<file path="config.mk">
export PLATFORM = sky130hd
export DESIGN_NAME = pipe_hazard_ctrl_flat
export DESIGN_NICKNAME = d
export VERILOG_FILES = /design/src/rtl/pipe_hazard_ctrl_if.sv /design/src/rtl/pipe_hazard_ctrl.sv /design/src/flat_wrapper.sv
export SDC_FILE = /design/constraint.sdc
export NUM_CORES = 1
export LEC_CHECK = 0
export CORE_AREA = 2 2 57 59
export CTS_BUF_LIST = sky130_fd_sc_hd__clkbuf_8
export DETAILED_ROUTE_END_ITERATION = 16
export DIE_AREA = 0 0 59 61
export PLACE_DENSITY = 0.87
export SKIP_LAST_GASP = 1
export SLEW_MARGIN = 10
export SYNTH_ARGS = -nofsm -noshare
export SYNTH_HDL_FRONTEND = slang
export SYNTH_SLANG_ARGS = --single-unit
</file>
<file path="constraint.sdc">
create_clock -name clk -period 1.9 [get_ports clk]
set_clock_uncertainty 0.15 [all_clocks]
set_input_delay 0.475 -clock clk [delete_from_list [all_inputs] [get_ports clk]]
set_output_delay 0.475 -clock clk [all_outputs]
set_load 0.01 [all_outputs]
</file>
<file path="src/rtl/pipe_hazard_ctrl_if.sv">
// Bundle between the hazard controller and the IF/ID/EX/MEM pipeline stages.
// The controller takes the slave side; the pipeline (or a bench) takes the master side.
interface pipe_hazard_ctrl_if #(
    parameter int GPR_ADR = 5,
    parameter int CNT_W   = 32
);
    logic               id_valid;
    logic [GPR_ADR-1:0] id_rs;
    logic [GPR_ADR-1:0] id_rt;
    logic               id_uses_rt;
    logic               ex_mem_read;
    logic [GPR_ADR-1:0] ex_dst;
    logic               md_start;
    logic               md_done;
    logic               mem_req;
    logic               mem_ack;
    logic               branch_taken;

    logic               pc_ena_n;
    logic               id_ena_n;
    logic               ex_hold;
    logic               ex_bubble;
    logic               id_flush;
    logic               md_err;
    logic [CNT_W-1:0]   stall_cnt;
    logic [1:0]         busy_state;

    modport master (
        output id_valid, id_rs, id_rt, id_uses_rt, ex_mem_read, ex_dst,
               md_start, md_done, mem_req, mem_ack, branch_taken,
        input  pc_ena_n, id_ena_n, ex_hold, ex_bubble, id_flush, md_err,
               stall_cnt, busy_state
    );

    modport slave (
        input  id_valid, id_rs, id_rt, id_uses_rt, ex_mem_read, ex_dst,
               md_start, md_done, mem_req, mem_ack, branch_taken,
        output pc_ena_n, id_ena_n, ex_hold, ex_bubble, id_flush, md_err,
               stall_cnt, busy_state
    );
endinterface

</file>
<file path="src/rtl/pipe_hazard_ctrl.sv">
// IF/ID/EX stall, bubble and flush sequencing for load-use, mul/div and memory-wait hazards.
// Optional stalled-cycle counter is built only when PIPE_STALL_CNT_EN is defined.
//
// state      | meaning
// IDLE       | no stall pending; hazards are evaluated combinationally this cycle
// LOAD_STALL | single bubble cycle after a load-use stall
// MD_BUSY    | waiting on the mul/div unit, bounded by MD_MAX_CYC
// MEM_WAIT   | waiting for the data memory acknowledge
module pipe_hazard_ctrl #(
    parameter int GPR_ADR    = 5,
    parameter int OPC_BIT    = 6,
    parameter int MD_MAX_CYC = 40,
    parameter int CNT_W      = 32
) (
    input logic            clk,
    input logic            rst,
    pipe_hazard_ctrl_if.slave bus
);
    localparam int MD_W = $clog2(MD_MAX_CYC + 1);

    if (OPC_BIT < 1 || GPR_ADR < 1 || MD_MAX_CYC < 1 || CNT_W < 1) begin : g_param_chk
        $error("pipe_hazard_ctrl: parameters must all be positive");
    end

    typedef enum logic [1:0] {
        IDLE       = 2'd0,
        LOAD_STALL = 2'd1,
        MD_BUSY    = 2'd2,
        MEM_WAIT   = 2'd3
    } state_t;

    state_t          state;
    logic [MD_W-1:0] md_cnt;
    logic            md_err_q;

    logic lu;
    logic mw;
    logic md;
    logic md_tmo;
    logic hold_pc;
    logic hold_ex;
    logic bubble;

    assign lu = bus.id_valid & bus.ex_mem_read & (bus.ex_dst != '0) &
                ((bus.ex_dst == bus.id_rs) | (bus.id_uses_rt & (bus.ex_dst == bus.id_rt)));
    assign mw     = bus.mem_req & ~bus.mem_ack;
    assign md     = bus.md_start & ~bus.md_done;
    assign md_tmo = (md_cnt == MD_W'(MD_MAX_CYC));

    // A taken branch squashes the ID instruction, so its load-use stall is dropped.
    always_comb begin
        hold_pc = 1'b0;
        hold_ex = 1'b0;
        bubble  = 1'b0;
        case (state)
            IDLE: begin
                if (mw || md) begin
                    hold_pc = 1'b1;
                    hold_ex = 1'b1;
                end else if (lu && !bus.branch_taken) begin
                    hold_pc = 1'b1;
                    bubble  = 1'b1;
                end
            end
            MD_BUSY: begin
                if (!bus.md_done && !md_tmo) begin
                    hold_pc = 1'b1;
                    hold_ex = 1'b1;
                end
            end
            MEM_WAIT: begin
                if (!bus.mem_ack) begin
                    hold_pc = 1'b1;
                    hold_ex = 1'b1;
                end
            end
            default: ;
        endcase
        if (rst) begin
            hold_pc = 1'b0;
            hold_ex = 1'b0;
            bubble  = 1'b0;
        end
    end

    always_ff @(posedge clk) begin
        if (rst) begin
            state    <= IDLE;
            md_cnt   <= '0;
            md_err_q <= 1'b0;
        end else begin
            md_err_q <= 1'b0;
            case (state)
                IDLE: begin
                    if (mw) begin
                        state <= MEM_WAIT;
                    end else if (md) begin
                        state  <= MD_BUSY;
                        md_cnt <= MD_W'(1);
                    end else if (lu && !bus.branch_taken) begin
                        state <= LOAD_STALL;
                    end
                end
                LOAD_STALL: state <= IDLE;
                MD_BUSY: begin
                    if (bus.md_done) begin
                        state  <= IDLE;
                        md_cnt <= '0;
                    end else if (md_tmo) begin
                        state    <= IDLE;
                        md_cnt   <= '0;
                        md_err_q <= 1'b1;
                    end else begin
                        md_cnt <= md_cnt + 1'b1;
                    end
                end
                MEM_WAIT: begin
                    if (bus.mem_ack) state <= IDLE;
                end
                default: state <= IDLE;
            endcase
        end
    end

    assign bus.pc_ena_n   = hold_pc;
    assign bus.id_ena_n   = hold_pc;
    assign bus.ex_hold    = hold_ex;
    assign bus.ex_bubble  = bubble;
    assign bus.id_flush   = bus.branch_taken & ~hold_ex & ~rst;
    assign bus.md_err     = md_err_q;
    assign bus.busy_state = state;

`ifdef PIPE_STALL_CNT_EN
    logic [CNT_W-1:0] stall_q;

    always_ff @(posedge clk) begin
        if (rst) begin
            stall_q <= '0;
        end else if (hold_pc && (stall_q != '1)) begin
            stall_q <= stall_q + 1'b1;
        end
    end

    assign bus.stall_cnt = stall_q;
`else
    assign bus.stall_cnt = '0;
`endif
endmodule
</file>
<file path="src/flat_wrapper.sv">
// flat-port wrapper written by rule: the top's interface ports become plain ports
module pipe_hazard_ctrl_flat 
#(
    parameter int GPR_ADR    = 5,
    parameter int OPC_BIT    = 6,
    parameter int MD_MAX_CYC = 40,
    parameter int CNT_W      = 32
)
  (clk, rst, bus_id_valid, bus_id_rs, bus_id_rt, bus_id_uses_rt, bus_ex_mem_read, bus_ex_dst, bus_md_start, bus_md_done, bus_mem_req, bus_mem_ack, bus_branch_taken, bus_pc_ena_n, bus_id_ena_n, bus_ex_hold, bus_ex_bubble, bus_id_flush, bus_md_err, bus_stall_cnt, bus_busy_state);
  pipe_hazard_ctrl_if #(.GPR_ADR(GPR_ADR), .CNT_W(CNT_W)) bus_i ();
  input logic clk;
  input logic rst;
  input wire logic [$bits(bus_i.id_valid)-1:0] bus_id_valid;
  input wire logic [$bits(bus_i.id_rs)-1:0] bus_id_rs;
  input wire logic [$bits(bus_i.id_rt)-1:0] bus_id_rt;
  input wire logic [$bits(bus_i.id_uses_rt)-1:0] bus_id_uses_rt;
  input wire logic [$bits(bus_i.ex_mem_read)-1:0] bus_ex_mem_read;
  input wire logic [$bits(bus_i.ex_dst)-1:0] bus_ex_dst;
  input wire logic [$bits(bus_i.md_start)-1:0] bus_md_start;
  input wire logic [$bits(bus_i.md_done)-1:0] bus_md_done;
  input wire logic [$bits(bus_i.mem_req)-1:0] bus_mem_req;
  input wire logic [$bits(bus_i.mem_ack)-1:0] bus_mem_ack;
  input wire logic [$bits(bus_i.branch_taken)-1:0] bus_branch_taken;
  output wire logic [$bits(bus_i.pc_ena_n)-1:0] bus_pc_ena_n;
  output wire logic [$bits(bus_i.id_ena_n)-1:0] bus_id_ena_n;
  output wire logic [$bits(bus_i.ex_hold)-1:0] bus_ex_hold;
  output wire logic [$bits(bus_i.ex_bubble)-1:0] bus_ex_bubble;
  output wire logic [$bits(bus_i.id_flush)-1:0] bus_id_flush;
  output wire logic [$bits(bus_i.md_err)-1:0] bus_md_err;
  output wire logic [$bits(bus_i.stall_cnt)-1:0] bus_stall_cnt;
  output wire logic [$bits(bus_i.busy_state)-1:0] bus_busy_state;
  assign bus_i.id_valid = bus_id_valid;
  assign bus_i.id_rs = bus_id_rs;
  assign bus_i.id_rt = bus_id_rt;
  assign bus_i.id_uses_rt = bus_id_uses_rt;
  assign bus_i.ex_mem_read = bus_ex_mem_read;
  assign bus_i.ex_dst = bus_ex_dst;
  assign bus_i.md_start = bus_md_start;
  assign bus_i.md_done = bus_md_done;
  assign bus_i.mem_req = bus_mem_req;
  assign bus_i.mem_ack = bus_mem_ack;
  assign bus_i.branch_taken = bus_branch_taken;
  assign bus_pc_ena_n = bus_i.pc_ena_n;
  assign bus_id_ena_n = bus_i.id_ena_n;
  assign bus_ex_hold = bus_i.ex_hold;
  assign bus_ex_bubble = bus_i.ex_bubble;
  assign bus_id_flush = bus_i.id_flush;
  assign bus_md_err = bus_i.md_err;
  assign bus_stall_cnt = bus_i.stall_cnt;
  assign bus_busy_state = bus_i.busy_state;
  pipe_hazard_ctrl #(.GPR_ADR(GPR_ADR), .OPC_BIT(OPC_BIT), .MD_MAX_CYC(MD_MAX_CYC), .CNT_W(CNT_W)) u_core (.clk(clk), .rst(rst), .bus(bus_i));
endmodule
</file>
==> impl_metrics.ini, run 1 <==
[outcome]
status = finished with violations
violations = negative setup slack

[worst_setup_path]
crit_arrival_ns = 1.72
cp_cell_sequence = clkdlybuf4s50_1 -> xnor2_1 -> a32oi_2 -> buf_4 -> o21bai_4 -> buf_6
crit_path_end_kind = output port
critPathSlowestCell = clkdlybuf4s50_1
cp-start-kind = input port
cp.required_ns = 1.27
path_buf_inv = 3
cpLargestDelayFamily = buffers and inverters
cpPeakStageDelay_ns = 0.41
criticalPathCategory = in2out
rrSetupSlack_ns = 0.23
rr_endpoint = u_core.md_cnt[2]
reg2reg_depth = 8
reg2reg_from = u_core.md_cnt[0]
crit_fanout = 2

[sta]
fin_crit_sh = 1.24
rsz0062_at_grt = yes
fin_crit_ns = 2.35
finalSetupViolCount = 5
fin_ws_ns = -0.450
hold_violations = 0
maxClockFrequency_mhz = 426
final_max_slew_viol_count = 0

[logic_synthesis]
ys.flop_type = dfxtp_1
seq_area_frac_synth = 0.194
syn_avg_cell_area_um2 = 8.17
yosys_register_bits = 9
yosys.area.top_type = buf_4
post-synth-top-count-cell = buf_4
synthArstFlopShare = 0
synth_edf_count = 0
synth_warnings = 0
synth_area_leaders = buf_4 (27%), dfxtp_1 (19%), xor2_1 (8.5%)
netlist.area_leader.share = 0.266
syn_area_um2 = 931
ys_types = 38
synthCells = 114
synth_commonest_cells = buf_4 (33), dfxtp_1 (9), xor2_1 (9), nand2_1 (6)

[worst_hold_path]
hp-class = reg2reg
min_from = u_core.md_cnt[5]
hold_end = u_core.md_cnt[5]
holdPathStages = 3

[placed_design]
gp_congestion = 0.799
port_buffers = 32
placed_area_mm2 = 0.00137
dp_hpwl_um = 1820

[clocking]
cts_tree = yes
clock_latency_ns = 0.24
path_clk_slew_ns = 0.05
numCtsBuffers = 3
root_buffer = clkbuf_8
cts_hold_buf = 0
clockBufferDepth = 2
clock_sinks = 9
htreeDepth = 1

[power_and_ir_drop]
p_leak_nw = 0.708
irDropWorstVdd_mv = 0.230
finalPower_mw = 0.681
powerDensity_mw_per_mm2 = 460

[global_route]
grt_pass1_vias = 882
grtUsageTotal = 0.136
antenna_found_initial = 0
overflow = 0
grt_max_degree = 11
grt_pass1_wl_um = 3610

[finish]
post_route_cells_drive_above_1_share = 0.381
final_core_util = 0.502
syn2layout_area_growth_pct = 59.1
fin_nets = 204
diodes = 0
design_area_mm2 = 0.00148
nFillCells = 284

[floorplan]
dieArea_mm2 = 0.00360
row_count = 20
die_height_um = 61
core_area_mm2 = 0.00295
start_util = 0.315
ioPinCount = 65
die_w_um = 59

[drt]
wire_per_inst_um = 11.3
drc = 0
vias = 932
drtAntennaViolNets = 0
drtIter0Drc = 18
drtPass1Iterations = 4
finalWirelength_um = 2360
vias_per_cell = 4.46

[flow_run]
maxCapViolCount = 0
==> layout by cell type (no fill, tap or decap), types with 3 or more instances in the layout <==
master	n
dlygate4sd2_1	13
nor2_1	3
conb_1	32
o21ai_0	3
buf_6	6
nand2_1	6
a21oi_1	4
o31ai_1	4
inv_1	3
clkdlybuf4s50_1	4
buf_2	4
xor2_1	8
buf_4	28
dfxtp_1	7
clkbuf_8	3
o31a_1	3
clkbuf_2	3
==> layout make-up <==
class	instances	area [um2]	share of cell area
well taps	33	41.3	0.0279
repair buffers	62	513	0.346
clock inverters	1	3.75	0.00253
clock buffers	3	41.3	0.0279
flip-flops and latches	9	183	0.123
inverters	4	15.0	0.0101
multi-input cells	97	684	0.462
==> where the power goes <==
part | switching, mW | internal, mW
combinational | 0.126 | 0.132
sequential | 0.00444 | 0.196
clock | 0.0823 | 0.141
total | 0.212 | 0.469
==> sequential cells by signal (all words and copies together) (netlist names) <==
name	count
u_core.bus.busy_state	2
u_core.md_cnt	6
u_core.bus.md_err	1
==> worst max-delay path by stage <==
stage,from,endpoint,slack (ns),cells past startpoint
after floorplan,bus_ex_dst[0],bus_pc_ena_n,-0.28,4
after global placement,bus_md_done,bus_id_flush,-1.17,6
after detailed placement,bus_ex_dst[4],bus_ex_bubble,-1.22,6
after CTS,u_core.md_cnt[0],bus_id_ena_n,-0.47,7
after global routing,bus_ex_dst[0],bus_id_ena_n,-0.52,7
final,bus_id_rt[1],bus_id_ena_n,-0.45,6
==> routing by layer <==
layer / up-vias / track usage / routed length, um
met2: 42 / 0.260 / 1310
li1: 455 / - / -
met3: 4 / 0.0213 / 155
met5: - / 0 / 0
met1: 431 / 0.136 / 845
met4: 0 / 0.0877 / 55
==> worst register-to-register path: stages, from the launching register on <==
cell and delay (ns):
dfxtp_2 0.32, inv_2 0.05, ha_2 0.15, nand2b_1 0.06, o31a_1 0.26, buf_4 0.15
o31ai_2 0.20, buf_4 0.17, a21oi_1 0.04
==> per-stage QoR <==
stage	std cells	setup WS [ns]	setup TNS (ns)	hold slack [ns]
floorplan	145	-0.281	-0.802	0.302
global placement	203	-1.17	-7.77	0.421
detailed placement	203	-1.22	-8.17	0.428
CTS	209	-0.472	-2.33	0.434
global route	209	-0.517	-2.48	0.460
finish	209	-0.450	-2.19	0.429
==> kinds of logic after synthesis <==
kind of cell	count (synthesis)	share of synthesized area
flip-flops	9	0.194
buffers and inverters	39	0.298
AND/OR/NAND/NOR	30	0.199
AO/OA/AOI/OAI	23	0.184
XOR/XNOR	10	0.0941
adder cells (fa/ha/maj)	2	0.0269
other	1	0.00403
==> what timing repair did <==
item                       in CTS  in global routing
setup buffers                   4                  0
setup endpoints to repair      12                  6
pin swaps                      18                 13
hold endpoints to repair        0                  0
resized for setup              75                 19
Note: power is estimated with default switching activity, not from simulation.
==> inputs of run 2 (changes only) <==
Settings changed: CAP_MARGIN from default to 0, CTS_CLUSTER_SIZE from default to 16.
==> results of run 2 <==
The final DEF is identical to that of run 1; final timing and power are the same.
==> inputs of run 3 (changes only) <==
Settings changed: CTS_CLUSTER_DIAMETER from default to 50.
==> results of run 3 <==
The final DEF is identical to that of run 1; final timing and power are the same.
